[src/rtl/sha256_host_pkg.sv]
// +--------------------------------------------------------------------+
// | sha256_host_pkg : shared types and sizes for the SHA-256 host driver |
// | Rev 1.0                                                              |
// +--------------------------------------------------------------------+
`default_nettype none

package sha256_host_pkg;

  typedef enum logic [2:0] {
    ST_IDLE    = 3'd0,
    ST_FILL    = 3'd1,
    ST_SEND    = 3'd2,
    ST_WAIT    = 3'd3,
    ST_CAPTURE = 3'd4,
    ST_DONE    = 3'd5
  } state_t;

  localparam int DIGEST_BYTES  = 32;
  localparam int MAX_BLOCK_MSG = 55;
  localparam int PTR_W         = 6;
  localparam int TIMER_W       = 10;

endpackage

`default_nettype wire

[src/rtl/sha256_msg_buffer.sv]
// +--------------------------------------------------------------------+
// | sha256_msg_buffer : DEPTH x 8 message store, one write, one read     |
// | Rev 1.0                                                              |
// +--------------------------------------------------------------------+
`default_nettype none

module sha256_msg_buffer
  import sha256_host_pkg::*;
#(
  parameter int DEPTH = MAX_BLOCK_MSG
) (
  input  logic             clk,
  input  logic             rst_n,
  input  logic             wr_en,
  input  logic [PTR_W-1:0] wr_addr,
  input  logic [7:0]       wr_data,
  input  logic [PTR_W-1:0] rd_addr,
  output logic [7:0]       rd_data
);

  logic [7:0] r_mem [DEPTH];

  always_ff @(posedge clk or negedge rst_n) begin
    if (!rst_n) begin
      r_mem <= '{default: '0};
    end else if (wr_en && (wr_addr < PTR_W'(DEPTH))) begin
      r_mem[wr_addr] <= wr_data;
    end
  end

  // Reading one past the last entry happens at the tail of a burst; return zero.
  assign rd_data = (rd_addr < PTR_W'(DEPTH)) ? r_mem[rd_addr] : 8'h00;

endmodule

`default_nettype wire

[src/rtl/sha256_host_driver.sv]
// +--------------------------------------------------------------------+
// | sha256_host_driver : buffers a message, bursts it to the hasher and  |
// | collects the 32-byte digest. Rev 1.0                                 |
// +--------------------------------------------------------------------+
`default_nettype none

module sha256_host_driver
  import sha256_host_pkg::*;
#(
  parameter int MAX_LEN = MAX_BLOCK_MSG,
  parameter int TIMEOUT = 511
) (
  input  logic         clk,
  input  logic         rst_n,
  input  logic         start,
  input  logic [5:0]   msg_len,
  input  logic         src_valid,
  input  logic [7:0]   src_data,
  output logic         src_ready,
  output logic [7:0]   hs_byte,
  output logic         hs_strobe,
  input  logic [7:0]   hs_digest,
  input  logic         hs_digest_valid,
  output logic [255:0] digest,
  output logic         done,
  output logic         busy,
  output logic         cmd_err,
  output logic         timeout_err,
  output logic         short_err
);

  state_t               r_state;
  state_t               w_next;
  logic [PTR_W-1:0]     r_len;
  logic [PTR_W-1:0]     r_wr_ptr;
  logic [PTR_W-1:0]     r_rd_ptr;
  logic [PTR_W-1:0]     r_byte_cnt;
  logic [TIMER_W-1:0]   r_timer;
  // Holds the first 31 digest bytes; the 32nd is merged straight into digest.
  logic [247:0]         r_shadow;

  logic                 w_accept;
  logic                 w_cmd_err;
  logic                 w_timeout_err;
  logic                 w_short_err;
  logic [PTR_W-1:0]     w_rd_addr;
  logic [7:0]           w_buf_rd;
  logic [7:0]           w_rd_byte;
  logic                 w_src_ready_nx;
  logic                 w_strobe_nx;
  logic                 w_busy_nx;
  logic                 w_done_nx;

  assign w_accept  = (r_state == ST_FILL) && src_valid && src_ready;
  assign w_rd_addr = (r_state == ST_FILL) ? '0 : r_rd_ptr + 1'b1;
  // A one-byte message is written and loaded onto hs_byte on the same edge.
  assign w_rd_byte = (w_accept && (r_wr_ptr == w_rd_addr)) ? src_data : w_buf_rd;

  sha256_msg_buffer #(
    .DEPTH (MAX_LEN)
  ) u_buf (
    .clk     (clk),
    .rst_n   (rst_n),
    .wr_en   (w_accept),
    .wr_addr (r_wr_ptr),
    .wr_data (src_data),
    .rd_addr (w_rd_addr),
    .rd_data (w_buf_rd)
  );

  always_ff @(posedge clk or negedge rst_n) begin
    if (!rst_n) r_state <= ST_IDLE;
    else        r_state <= w_next;
  end

  always_comb begin
    w_next        = r_state;
    w_cmd_err     = 1'b0;
    w_timeout_err = 1'b0;
    w_short_err   = 1'b0;
    case (r_state)
      ST_IDLE: begin
        if (start) begin
          if ((msg_len != '0) && (msg_len <= PTR_W'(MAX_LEN))) w_next = ST_FILL;
          else                                                 w_cmd_err = 1'b1;
        end
      end
      ST_FILL: begin
        if (w_accept && (r_wr_ptr == r_len - 1'b1)) w_next = ST_SEND;
      end
      ST_SEND: begin
        if (r_rd_ptr == r_len - 1'b1) w_next = ST_WAIT;
      end
      ST_WAIT: begin
        if (hs_digest_valid) begin
          w_next = ST_CAPTURE;
        end else if (r_timer == TIMER_W'(TIMEOUT - 1)) begin
          w_next        = ST_IDLE;
          w_timeout_err = 1'b1;
        end
      end
      ST_CAPTURE: begin
        if (!hs_digest_valid) begin
          w_next      = ST_IDLE;
          w_short_err = 1'b1;
        end else if (r_byte_cnt == PTR_W'(DIGEST_BYTES - 1)) begin
          w_next = ST_DONE;
        end
      end
      ST_DONE:  w_next = ST_IDLE;
      default:  w_next = ST_IDLE;
    endcase
  end

  always_comb begin
    w_src_ready_nx = (w_next == ST_FILL);
    w_strobe_nx    = (w_next == ST_SEND);
    w_busy_nx      = (w_next != ST_IDLE);
    w_done_nx      = (w_next == ST_DONE);
  end

  always_ff @(posedge clk or negedge rst_n) begin
    if (!rst_n) begin
      src_ready   <= 1'b0;
      hs_strobe   <= 1'b0;
      hs_byte     <= 8'h00;
      busy        <= 1'b0;
      done        <= 1'b0;
      cmd_err     <= 1'b0;
      timeout_err <= 1'b0;
      short_err   <= 1'b0;
      digest      <= '0;
      r_len       <= '0;
      r_wr_ptr    <= '0;
      r_rd_ptr    <= '0;
      r_byte_cnt  <= '0;
      r_timer     <= '0;
      r_shadow    <= '0;
    end else begin
      src_ready   <= w_src_ready_nx;
      hs_strobe   <= w_strobe_nx;
      busy        <= w_busy_nx;
      done        <= w_done_nx;
      cmd_err     <= w_cmd_err;
      timeout_err <= w_timeout_err;
      short_err   <= w_short_err;
      case (r_state)
        ST_IDLE: begin
          if (w_next == ST_FILL) begin
            r_len    <= msg_len;
            r_wr_ptr <= '0;
            r_rd_ptr <= '0;
          end
        end
        ST_FILL: begin
          if (w_accept) r_wr_ptr <= r_wr_ptr + 1'b1;
          if (w_next == ST_SEND) begin
            hs_byte  <= w_rd_byte;
            r_rd_ptr <= '0;
          end
        end
        ST_SEND: begin
          if (w_next == ST_SEND) begin
            r_rd_ptr <= r_rd_ptr + 1'b1;
            hs_byte  <= w_rd_byte;
          end else begin
            hs_byte <= 8'h00;
            r_timer <= '0;
          end
        end
        ST_WAIT: begin
          r_timer <= r_timer + 1'b1;
          if (hs_digest_valid) begin
            r_shadow   <= {r_shadow[239:0], hs_digest};
            r_byte_cnt <= PTR_W'(1);
          end
        end
        ST_CAPTURE: begin
          if (hs_digest_valid) begin
            r_shadow   <= {r_shadow[239:0], hs_digest};
            r_byte_cnt <= r_byte_cnt + 1'b1;
          end
          if (w_next == ST_DONE) digest <= {r_shadow, hs_digest};
        end
        default: ;
      endcase
    end
  end

endmodule

`default_nettype wire

[config.mk]
export PLATFORM = sky130hd
export DESIGN_NAME = sha256_host_driver
export DESIGN_NICKNAME = d
export VERILOG_FILES = /design/src/rtl/sha256_host_pkg.sv /design/src/rtl/sha256_msg_buffer.sv /design/src/rtl/sha256_host_driver.sv
export SDC_FILE = /design/constraint.sdc
export NUM_CORES = 2
export LEC_CHECK = 0
export ABC_AREA = 1
export BUFFER_PORTS_ARGS = -buffer_cell sky130_fd_sc_hd__buf_2
export CAP_MARGIN = 20
export CORE_MARGIN = 2
export CORE_UTILIZATION = 55
export DETAILED_ROUTE_END_ITERATION = 8
export HOLD_SLACK_MARGIN = 0.1
export PLACE_DENSITY = 0.75
export SLEW_MARGIN = 10
export SYNTH_ARGS = -nofsm -noshare
export SYNTH_HDL_FRONTEND = slang
export SYNTH_HIERARCHICAL = 1
export SYNTH_SLANG_ARGS = --single-unit
export TNS_END_PERCENT = 100
[constraint.sdc]
create_clock -name clk -period 2.6 [get_ports clk]
set_input_delay 0.39 -clock clk [delete_from_list [all_inputs] [get_ports clk]]
set_output_delay 0.39 -clock clk [all_outputs]
set_load 0.01 [all_outputs]
==> results.yml <==
power:
  p_leak_nw: 25.30
  finalPower_mw: 50.92
  ir_drop_mv: 0.6357
  p_per_area_mw_per_mm2: 1020
clock_tree:
  clk_latency_ns: 0.69
  cts.sinks: 996
  htree_levels: 3
  cts_tree: "done"
  cts_root_buf: "clkbuf_16"
  cts_made_buffers: 101
  clk_pin_slew_worst_paths_ns: 0.06
  ctsLongestPathBuffers: 3
grt:
  gr-total-overflow: 0
  antenna_found_initial: 4
  grt_pass1_wl_um: 185400
  grt_pass1_vias: 33320
  grtUsageTotal_pct: 29.87
  grt_start_max_net_pins: 116
yosys:
  synth_area_leaders: "dfrtp_1, nand2_1, o21ai_0"
  ys_seq_area_share_pct: 58.98
  synth_fp_nets: 5037
  avgSynthCellArea_sq_um: 8.445
  yosysTopAreaCellShare_pct: 58.98
  synth-seq-cells: 996
  syn_inst: 5004
  yosysUniqueCellTypes: 42
  synth_area_leader_cell: "dfrtp_1"
  synth_edf_count: 0
  ys.flop_type: "dfrtp_1"
  synth_area_sq_mm: 0.04226
  synth_warnings: 6
  synthArstFlopShare_pct: 100.0
sta:
  hold_viol: 0
  fin_crit_ns: 2.504
  max_freq_mhz: 399.4
  fin_tns_setup_ns: 0
  setup_viol_count_final: 0
  fin_crit_sh_pct: 96.29
  fin_skew_ns: 0.06134
  whs_ns: 0.1340
  relSlewSlack_pct: 57.93
  tightest_slew_ns: 0.6311
  report.final.slew_viol_count: 0
finish:
  layout.cells.non_filler: 6453
  syn2layout_area_growth_pct: 18.13
  final_area_sq_mm: 0.04992
  nets: 5374
  drive_above_1_share_pct: 13.67
setup_path:
  r2r_setup_slack_ns: 0.1
  crit_top_cell: "nand2_1"
  critPathTopFamily: "buffers and inverters"
  path_depth: 16
  crit_slowest_cell: "dfrtp_1"
  r2r_start: "r_rd_ptr[0]$_DFFE_PN0P_"
  crit_type: "reg2reg"
  start_kind: "flip-flop"
  regToRegEndpoint: "hs_byte[1]$_DFFE_PN0P_"
  arrival_ns: 3.09
  crit_end: "hs_byte[1]$_DFFE_PN0P_"
  max_stage_delay_ns: 0.39
  crit_chain: "ha_2, xor2_2, nand2_2, clkinvlp_4, clkinvlp_4, buf_6, clkbuf_16, nand3_1, nand3_1, nand2_1, nand2_1, nand2_1, nand2_1, nand2_1, o21ai_2, o21ai_1"
  required_ns: 3.19
  crit_start: "r_rd_ptr[0]$_DFFE_PN0P_"
  end_kind: "flip-flop"
  cp_max_fo: 8
  ff2ff_path_depth: 16
  crit_buf_inv: 4
routing:
  remaining_drc_errors: 0
  finalWirelength_um: 120700
  drt_first_pass_iters: 6
  wl_per_cell_um: 18.71
  drt_iter0_markers: 4111
  vias: 35280
  drtAntennaViolNets: 0
  via_per_inst: 5.467
placed_design:
  io_buffers: 297
  hpwlAfterDp_um: 77770
  place_congestion: 0.9236
  placed_area_sq_mm: 0.04573
  dp.cells: 6226
floorplanning:
  die_w_um: 281.2
  die_area_sq_mm: 0.07907
  io_pins: 298
  die_h_um: 281.2
  rows: 101
  start_util_pct: 55.64
  core_area_sq_mm: 0.07595
hold_path:
  hp-class: "in2reg"
  hold_depth: 3
run:
  drv_cap: 0
run_status:
  status: "completed"
-- per-stage QoR --
step	setup slack (ns)	util (%)
2_1_floorplan	0.1647	-
4_1_cts	0.05213	65.02
3_3_place_gp	0.03682	60.21
3_5_place_dp	0.01852	60.21
5_1_grt	-0.04261	65.73
6_report	0.09636	65.73
-- state kept, by name, indices dropped and copies added, names as in the netlist, 3 cells and up --
signal / count
digest: 256
hs_byte: 8
r_byte_cnt: 6
r_len: 6
r_rd_ptr: 6
r_shadow: 248
r_state: 3
r_timer: 10
r_wr_ptr: 6
u_buf/r_mem: 440
-- synthesized netlist by cell type (all sizes together) (3+ instances only) --
library cell / instances
a21oi: 100
buf: 93
clkbuf: 203
clkinv: 4
dfrtp: 996
ha: 6
inv: 588
nand2: 1492
nand3: 274
nand3b: 7
nand4: 46
nor2: 218
nor3: 20
o211ai: 9
o21ai: 918
o22ai: 3
or2: 5
xor2: 8
-- layout by cell type, fill, tap and decap left out, types with 7 or more instances in the layout --
cell / n
clkbuf_8: 35
nand3_1: 266
buf_12: 41
clkinv_2: 18
dlygate4sd3_1: 18
dfrtp_1: 995
nand4_1: 46
o211ai_1: 9
o21ai_2: 9
buf_4: 154
inv_1: 575
nand2_1: 1479
o21ai_0: 837
buf_2: 296
nor3_1: 18
nand2_2: 11
buf_6: 7
nand3_2: 7
a21oi_1: 100
clkbuf_1: 17
o21ai_1: 72
clkbuf_16: 112
nor2_1: 212
inv_2: 7
nand3b_1: 7
-- layout make-up --
type                       count  area, sq um
fill                        6083        26030
sequential                   996        24930
multi-input combinational   3120        13920
timing repair buffer         530         4063
clock buffer                 153         3073
inverter                     592         2257
tap                         1030         1289
clock inverter                30        395.4
antenna                        2        5.005
-- what timing repair did --
item,in CTS,in global routing
hold buffers,18,0
endpoints found under the setup margin,1,8
buffers inserted,0,12
resized for setup,1,39
pin swaps,0,3
cloned,0,12
endpoints found under the hold margin,246,0
-- logic make-up after synthesis --
| family | Yosys count | share of synthesized area (%) |
|---|---|---|
| flip-flops | 996 | 58.98 |
| XOR/XNOR | 10 | 0.2398 |
| AND/OR/NAND/NOR | 2067 | 19.85 |
| adder cells (fa/ha/maj) | 6 | 0.1776 |
| AO/OA/AOI/OAI | 1037 | 12.46 |
| buffers and inverters | 888 | 8.287 |
-- how the worst min path moves through the flow --
stage                   start                       to  slack [ns]
floorplan               rst_n           busy$_DFF_PN0_        0.09
global placement        rst_n  digest[101]$_DFFE_PN0P_        0.33
detailed placement      rst_n  digest[101]$_DFFE_PN0P_        0.33
CTS                 src_valid  r_wr_ptr[0]$_DFFE_PN0P_        0.11
global route        src_valid  r_wr_ptr[0]$_DFFE_PN0P_        0.12
finish              src_valid  r_wr_ptr[0]$_DFFE_PN0P_        0.13
-- worst min-delay path, stage by stage --
cell and delay, ns:
buf_2 0.13, nand4_1 0.16, o21ai_0 0.10
-- per-layer routing --
layer  share of wire, %  GRT usage (%)
met3                7.8          4.897
met5              0.011              0
met4                5.1          13.78
met1                 41          41.40
met2                 46          46.42
-- power breakdown --
part	switching, mW	leakage, nW	internal, mW
combinational	8.77	11.4	4.92
clock	6.24	1.72	8.60
sequential	2.54	12.1	19.9
Power figures use the tool's default switching activity.
